===== config.mk =====
export PLATFORM = sky130hd
export DESIGN_NAME = dmem_responder
export DESIGN_NICKNAME = d
export VERILOG_FILES = /design/src/rtl/dmem_responder.sv
export SDC_FILE = /design/constraint.sdc
export NUM_CORES = 2
export LEC_CHECK = 0
export BUFFER_PORTS_ARGS = -buffer_cell sky130_fd_sc_hd__buf_2
export CORE_ASPECT_RATIO = 0.6
export CORE_MARGIN = 3
export CORE_UTILIZATION = 63
export CTS_CLUSTER_DIAMETER = 80
export CTS_CLUSTER_SIZE = 16
export DETAILED_ROUTE_END_ITERATION = 8
export PLACE_DENSITY = 0.8
export SYNTH_ARGS = -nofsm -noshare
export SYNTH_HDL_FRONTEND = slang
export SYNTH_SLANG_ARGS = --single-unit

===== constraint.sdc =====
create_clock -name clk_i -period 4.7 [get_ports clk_i]
set_input_delay 0.705 -clock clk_i [delete_from_list [all_inputs] [get_ports clk_i]]
set_output_delay 0.705 -clock clk_i [all_outputs]
set_load 0.03 [all_outputs]

===== src/rtl/dmem_responder.sv =====
// Multi-cycle data-memory responder: valid/ready request, wait states, RMW byte stores and a
// one-cycle registered response. Define DMEM_BOUNDS_CHECK_EN to flag out-of-range addresses.
module dmem_responder #(
  parameter int unsigned DEPTH       = 64,
  parameter int unsigned WAIT_CYCLES = 1
) (
  input  logic        clk_i,
  input  logic        reset_i,
  input  logic        req_valid_i,
  output logic        req_ready_o,
  input  logic        req_we_i,
  input  logic        req_byte_i,
  input  logic [31:0] req_addr_i,
  input  logic [31:0] req_wdata_i,
  output logic        rsp_valid_o,
  output logic [31:0] rsp_rdata_o,
  output logic        rsp_err_o
);

  localparam int unsigned AddrW = $clog2(DEPTH);
  localparam int unsigned CntW  = (WAIT_CYCLES == 0) ? 1 : $clog2(WAIT_CYCLES + 1);
  localparam logic [CntW-1:0] CntInit = CntW'(WAIT_CYCLES);

  typedef enum logic [1:0] {StIdle, StBusy, StMerge, StResp} state_e;

  state_e            state_q, state_d;
  logic [CntW-1:0]   cnt_q, cnt_d;
  logic              we_q, we_d;
  logic              byte_q, byte_d;
  logic [31:0]       addr_q, addr_d;
  logic [31:0]       wdata_q, wdata_d;
  logic [31:0]       merge_q, merge_d;
  logic [31:0]       rdata_q, rdata_d;
  logic              err_q, err_d;

  logic [31:0]       mem_q [DEPTH];
  logic              mem_we;
  logic [31:0]       mem_wdata;
  logic [AddrW-1:0]  idx;
  logic [31:0]       rd_word;
  logic              oob;
  logic [4:0]        sh;
  logic [31:0]       lane_mask;
  logic [31:0]       merged;

  assign idx     = addr_q[AddrW+1:2];
  assign rd_word = mem_q[idx];

`ifdef DMEM_BOUNDS_CHECK_EN
  assign oob = ({2'b00, addr_q[31:2]} >= 32'(DEPTH));
`else
  // Upper address bits are dropped so the index wraps modulo DEPTH.
  logic unused_addr;
  assign unused_addr = ^addr_q[31:AddrW+2];
  assign oob         = 1'b0;
`endif

  // Big-endian byte lanes: addr[1:0]==0 selects bits 31:24.
  assign sh        = {addr_q[1:0], 3'b000};
  assign lane_mask = 32'hFF00_0000 >> sh;
  assign merged    = (merge_q & ~lane_mask) | ({wdata_q[7:0], 24'h00_0000} >> sh);

  always_ff @(posedge clk_i) begin
    if (reset_i) begin
      state_q <= StIdle;
      cnt_q   <= '0;
      we_q    <= 1'b0;
      byte_q  <= 1'b0;
      addr_q  <= '0;
      wdata_q <= '0;
      merge_q <= '0;
      rdata_q <= '0;
      err_q   <= 1'b0;
    end else begin
      state_q <= state_d;
      cnt_q   <= cnt_d;
      we_q    <= we_d;
      byte_q  <= byte_d;
      addr_q  <= addr_d;
      wdata_q <= wdata_d;
      merge_q <= merge_d;
      rdata_q <= rdata_d;
      err_q   <= err_d;
    end
  end

  // A commit coinciding with reset is dropped along with the rest of the operation.
  always_ff @(posedge clk_i) begin
    if (mem_we && !reset_i) begin
      mem_q[idx] <= mem_wdata;
    end
  end

  always_comb begin
    state_d = state_q;
    unique case (state_q)
      StIdle:  if (req_valid_i) state_d = StBusy;
      StBusy: begin
        if (cnt_q == '0) state_d = (we_q && byte_q && !oob) ? StMerge : StResp;
      end
      StMerge: state_d = StResp;
      StResp:  state_d = StIdle;
      default: state_d = StIdle;
    endcase
  end

  always_comb begin
    cnt_d     = cnt_q;
    we_d      = we_q;
    byte_d    = byte_q;
    addr_d    = addr_q;
    wdata_d   = wdata_q;
    merge_d   = merge_q;
    rdata_d   = rdata_q;
    err_d     = err_q;
    mem_we    = 1'b0;
    mem_wdata = wdata_q;
    unique case (state_q)
      StIdle: begin
        if (req_valid_i) begin
          we_d    = req_we_i;
          byte_d  = req_byte_i;
          addr_d  = req_addr_i;
          wdata_d = req_wdata_i;
          cnt_d   = CntInit;
        end
      end
      StBusy: begin
        if (cnt_q != '0) begin
          cnt_d = cnt_q - CntW'(1);
        end else if (oob) begin
          rdata_d = '0;
          err_d   = 1'b1;
        end else if (!we_q) begin
          rdata_d = rd_word;
          err_d   = 1'b0;
        end else if (!byte_q) begin
          mem_we    = 1'b1;
          mem_wdata = wdata_q;
          rdata_d   = wdata_q;
          err_d     = 1'b0;
        end else begin
          merge_d = rd_word;
        end
      end
      StMerge: begin
        mem_we    = 1'b1;
        mem_wdata = merged;
        rdata_d   = merged;
        err_d     = 1'b0;
      end
      default: ;
    endcase
  end

  always_comb begin
    req_ready_o = (state_q == StIdle) && !reset_i;
    rsp_valid_o = (state_q == StResp) && !reset_i;
  end

  assign rsp_rdata_o = rdata_q;
  assign rsp_err_o   = err_q;

endmodule


# After elaboration in Yosys (flattened, before gate mapping)
# Memories as Yosys holds them, arrays and structs flattened. A register that Yosys moved wholly into a read port is not among the register bits.
# Index checks and enable logic that the tools add are counted.
[word_totals] n_memories=1 ram_bits=2048 latch_bits=0 wordCells=60 ff_bits=110 mem_bits_ro=0
[op_classes] n_reduce_logical=13 order_cmp=0 div=0 n_bitwise=4 n_addsub=1 n_eq_ne=6 muxes=24 n_mul=0 shifts=2
[mem_list] memory="mem_q" words=64 width=32 rd=1 rd_ports_with_merged_regs=1 wr=1 line="36" source="logic [31:0] mem_q [DEPTH];"
[op_table] operator="32-bit two-way mux" count=4
[op_table] operator="32-bit one-hot mux with 2 select lines" count=1
[op_table] operator="32-bit bitwise AND" count=1
[op_table] operator="32-bit inverter" count=1
[op_table] operator="32-bit bitwise OR" count=1
[op_table] operator="32-bit by 5-bit >> shifter with 32-bit output" count=1
[op_table] operator="32-bit by 5-bit >> shifter with 32-bit output, first input constant" count=1
[op_table] operator="6-bit two-way mux" count=2
[op_table] operator="1-bit two-way mux" count=11
[op_table] operator="2-bit one-hot mux with 4 select lines" count=1
[op_table] operator="1-bit one-hot mux with 2 select lines" count=3
[op_table] operator="2-bit AND reduction" count=3
[op_table] operator="2-bit == test, second input constant" count=2
[op_table] operator="1-bit logical AND" count=4
[op_table] operator="2-bit two-way mux" count=2
[op_table] operator="2-bit != test, second input constant" count=2
[op_table] operator="4-bit AND reduction" count=1
[op_table] operator="2-bit nonzero test" count=2
[op_table] operator="3-bit != test, second input constant" count=1
[op_table] operator="3-bit AND reduction" count=1
[op_table] operator="2-bit by 1-bit == test with 1-bit output, second input constant" count=1
[op_table] operator="2-bit zero test" count=1
[op_table] operator="1-bit zero test" count=1
[op_table] operator="1-bit inverter" count=1
[op_table] operator="1-bit subtractor, second input constant" count=1

# Longest topological paths before layout
[depth] ltp_word=7 ltp_mapped=10 ltp_nobuf=7

# Least setup slack after synthesis
# OpenSTA, ideal clock, no wires.
[synth_timing] kind="register -> register" from="register state_q[1]" to="memory mem_q[61][0] (enable)" arrival_time_ns=3.401 stages_incl_launch_ff=10 path_slack_ns=0.878 setup_time_ns=0.421 t_required_ns=4.279 cell_sequence="dfxtp_1 > inv_1 > ha_1 > clkbuf_1 > nor4bb_1 > o21ai_0 > or2_2 > or3b_2 > clkbuf_1 > nor2_1"
[synth_between] elab_chain_len=5 word_cells_on_any_way=6 cone_classes="eq/ne (2); mux (3); reduce/logical (1)"
[synth_lines] element="start: declaration" line="26" source="state_e state_q, state_d;"
[synth_lines] element="start signal: assignment" line="65" source="state_q <= StIdle;"
[synth_lines] element="start signal: assignment" line="75" source="state_q <= state_d;"
[synth_lines] element="2-bit == test or 2-bit by 1-bit == test with 1-bit output (tied branches)" line="118" source="unique case (state_q)"
[synth_lines] element="1-bit one-hot mux with 2 select lines *" line="118"
[synth_lines] element="1-bit logical AND *" line="89" source="if (mem_we && !reset_i) begin"
[synth_lines] element="1-bit two-way mux *" line="89"
[synth_lines] element="1-bit two-way mux (not written as such) *" line="90" source="mem_q[idx] <= mem_wdata;"
[synth_lines] element="end: declaration" line="36"
# Mark *: on every way between the ends. The rest lies on a longest branch, timed or not.

# Worst setup path in the final report
[layout_timing] from="register state_q[1]" to="memory mem_q[29][29] (enable)"
# Same word-level chain as after synthesis.

==> flow_metrics.tcl <==
set metrics [dict create \
    rsz0062_at_grt "false" \
    syn_to_final_growth_pct 9.62 \
    syn_area_um2 83800 \
    period_minus_slack_ps 3950 \
    start_kind "flop" \
    clk_path_buf_depth 3 \
    dp_hpwl_mm 136 \
    seq_area_frac_synth_pct 76.1 \
    rows 102 \
    synth_top_family_by_area "multiplexers" \
    syn_area_per_cell_um2 19.2 \
    drive_above_1_share_pct 21.4 \
    slew_violations 0 \
    clock_latency_ps 790 \
    critPathMaxStageDelay_ps 750 \
    ant_nets 0 \
    die_h_um 289 \
    synth_ff_type "edfxtp_1" \
    start_util_pct 64.2 \
    async_flop_share_pct 0 \
    drt-total-wl_mm 225 \
    grt_usage_pct 32.9 \
    cts_sinks 2163 \
    slew_headroom_pct 8.07 \
    htreeDepth 4 \
    cts_tree "yes" \
    port_buffers 78 \
    synthAdderAreaFrac_pct 0.0597 \
    synth_common_cells "2048 x edfxtp_1, 384 x mux2i_1, 296 x a22oi_1" \
    avgViaCountPerCell 7.18 \
    drtIter0Drc 7436 \
    clkTransAtPathRegs_ps 80 \
    grt_overflow_total 0 \
    fin_util_pct 70.4 \
    post-route-drc-count 0 \
    die_area_um2 138000 \
    synth_top_area_share_pct 73.4 \
    maxCapViolCount 0 \
    leakagePower_nw 28.7 \
    synth_compound_area_share_pct 5.92 \
    finalHoldViolCount 0 \
    fin_nets 4601 \
    place_congestion 0.932 \
    regArea_um2 63800 \
    finalCritPeriodShare_pct 84.1 \
    required_ps 5170 \
    finalClockSkew_ps 34.6 \
    antenna_found_initial 14 \
    ys_types 47 \
    arrival_ps 4420 \
    hold_buffers 0 \
    synthSimpleGateAreaFrac_pct 2.39 \
    first_pass_iters 8 \
    yosysTopAreaCell "edfxtp_1" \
    core_area_um2 131000 \
    ioPinCount 104 \
    vias 45600 \
    yosysWarnings 0 \
    grt_max_degree 123 \
    grt_pass1_vias 44700 \
    fmax_mhz 253 \
    synth_xor_area_share_pct 0 \
    numCtsBuffers 153 \
    p_per_area_nw_per_um2 465 \
    wl_per_cell_um 35.5 \
    setup_viol 0 \
    fill_cells 7622 \
    syn_inst 4375 \
    multiInputGateArea_um2 19300 \
    ir_drop_uv 415 \
    yosys_register_bits 2163 \
    synth_nets 4448 \
    path_max_fanout 13 \
    synthMuxAreaShare_pct 13.9 \
    yosys-top-cells-area "edfxtp_1 73%, mux4_2 6.9%, mux2i_1 4.6%" \
    status "finished, final reports clean" \
    min_path_type "input pin to flop" \
    yosysMostFrequentCell "edfxtp_1" \
    tns_ps 0 \
    crit_type "flop to flop" \
    post-cts-setup-buffers 0 \
    grt_pass1_wl_mm 321 \
    cts_root_buf "clkbuf_16" \
    post_cts_resized 0 \
    tightest_slew_ps 1380 \
    cp-end-kind "flop" \
    synth_edf_count 2048 \
    cpMaxStageDelayCell "or3b_2" \
    crit_chain "inv_1, ha_1, nor4bb_1, o21ai_0, or2_2, or3b_2, nor2_4, buf_4" \
    fp.dieW_um 477 \
]
[state kept, by name (all words and copies together) (netlist names), named ones only]
name and cells:
mem_q 2048, merge_q 32, rsp_rdata_o 32, wdata_q 32, addr_q 8, state_q 2, byte_q 1, cnt_q 1
we_q 1
[layout make-up]
class                           count  share of cell area (%)
Tap cell                         1768                    2.41
Clock buffer                      202                    4.51
Timing Repair Buffer              277                    2.59
Clock inverter                      2                  0.0272
Multi-Input combinational cell   1930                    21.0
Inverter                            3                  0.0123
Antenna cell                        6                  0.0163
Sequential cell                  2163                    69.5
[metrics by stage]
stage	std cells	hold WS [ps]	setup slack, ps	cell area (µm²)	power [mW]
2_1_floorplan	4375	442	878	83800	27.5
3_3_place_gp	6141	456	997	87700	30.3
3_5_place_dp	6141	464	910	87700	30.6
4_1_cts	6345	113	873	91800	42.5
5_1_grt	6345	136	649	91800	43.8
6_report	6351	146	749	91900	42.8
[logic make-up after synthesis]
group	count (synthesis)
AOI/OAI and AO/OA	686
adders and majority gates	4
buffers and inverters	282
DFF	2163
muxes	824
other	1
and+or+nand+nor	415
[routing by layer]
layer  track usage [%]  wire (µm)
met2              45.9      95700
met5                 0         59
met4              10.3       7610
met1              47.3      82900
met3              14.3      38900
[worst max-delay path: cells and delay by family (launching register included)]
family,cells,cell delay (ps)
adders and majority gates,1,380
DFF,1,350
AOI/OAI and AO/OA,1,350
and+or+nand+nor,4,2060
buffers and inverters,2,450
[report_power, final]
| part | internal (mW) | total (mW) | switching [mW] | leakage, nW |
|---|---|---|---|---|
| combinational | 2.45 | 7.79 | 5.34 | 6.91 |
| clock | 6.11 | 12.3 | 6.17 | 2.02 |
| sequential | 22.3 | 22.7 | 0.406 | 19.8 |
| total | 30.8 | 42.8 | 11.9 | 28.7 |
[placed cells by master, fill, tap and decap left out, types with 2 or more instances in the layout]
cell type | Yosys | final
a21oi_1 | 47 | 46
a221o_1 | 24 | 24
a221oi_1 | 32 | 32
a22o_1 | 24 | 24
a22oi_1 | 296 | 296
a31oi_1 | 79 | 79
and3_1 | 49 | 48
buf_12 | 0 | 39
buf_2 | 109 | 77
buf_4 | 18 | 161
clkbuf_1 | 128 | 43
clkbuf_16 | 0 | 159
dfxtp_1 | 115 | 113
dfxtp_4 | 0 | 2
diode_2 | 0 | 6
edfxtp_1 | 2048 | 2048
ha_1 | 4 | 3
inv_1 | 3 | 3
mux2_2 | 184 | 184
mux2i_1 | 384 | 384
mux4_2 | 256 | 256
nand2_1 | 125 | 124
nand2b_1 | 29 | 29
nand3_1 | 37 | 37
nand3b_1 | 5 | 5
nor2_1 | 106 | 39
nor2_4 | 0 | 67
nor2b_1 | 11 | 6
nor2b_4 | 0 | 4
o21ai_0 | 34 | 34
o22ai_1 | 64 | 64
o31a_1 | 49 | 49
o31ai_1 | 32 | 32
or2_2 | 11 | 11
or3_1 | 27 | 27
or3b_2 | 4 | 4
[worst paths after layout]
kind	start	end	slack (ps)	depth (start not counted)
setup reg to reg	state_q[1]$_SDFFE_PP0P_	mem_q[29][29]$_DFFE_PP_	750	8
hold / removal	req_wdata_i[14]	wdata_q[14]$_SDFFE_PP0P_	150	3
setup / recovery	state_q[1]$_SDFFE_PP0P_	mem_q[29][29]$_DFFE_PP_	750	8
hold reg to reg	wdata_q[15]$_SDFFE_PP0P_	wdata_q[15]$_SDFFE_PP0P_	470	2
Power figures use the tool's default switching activity.
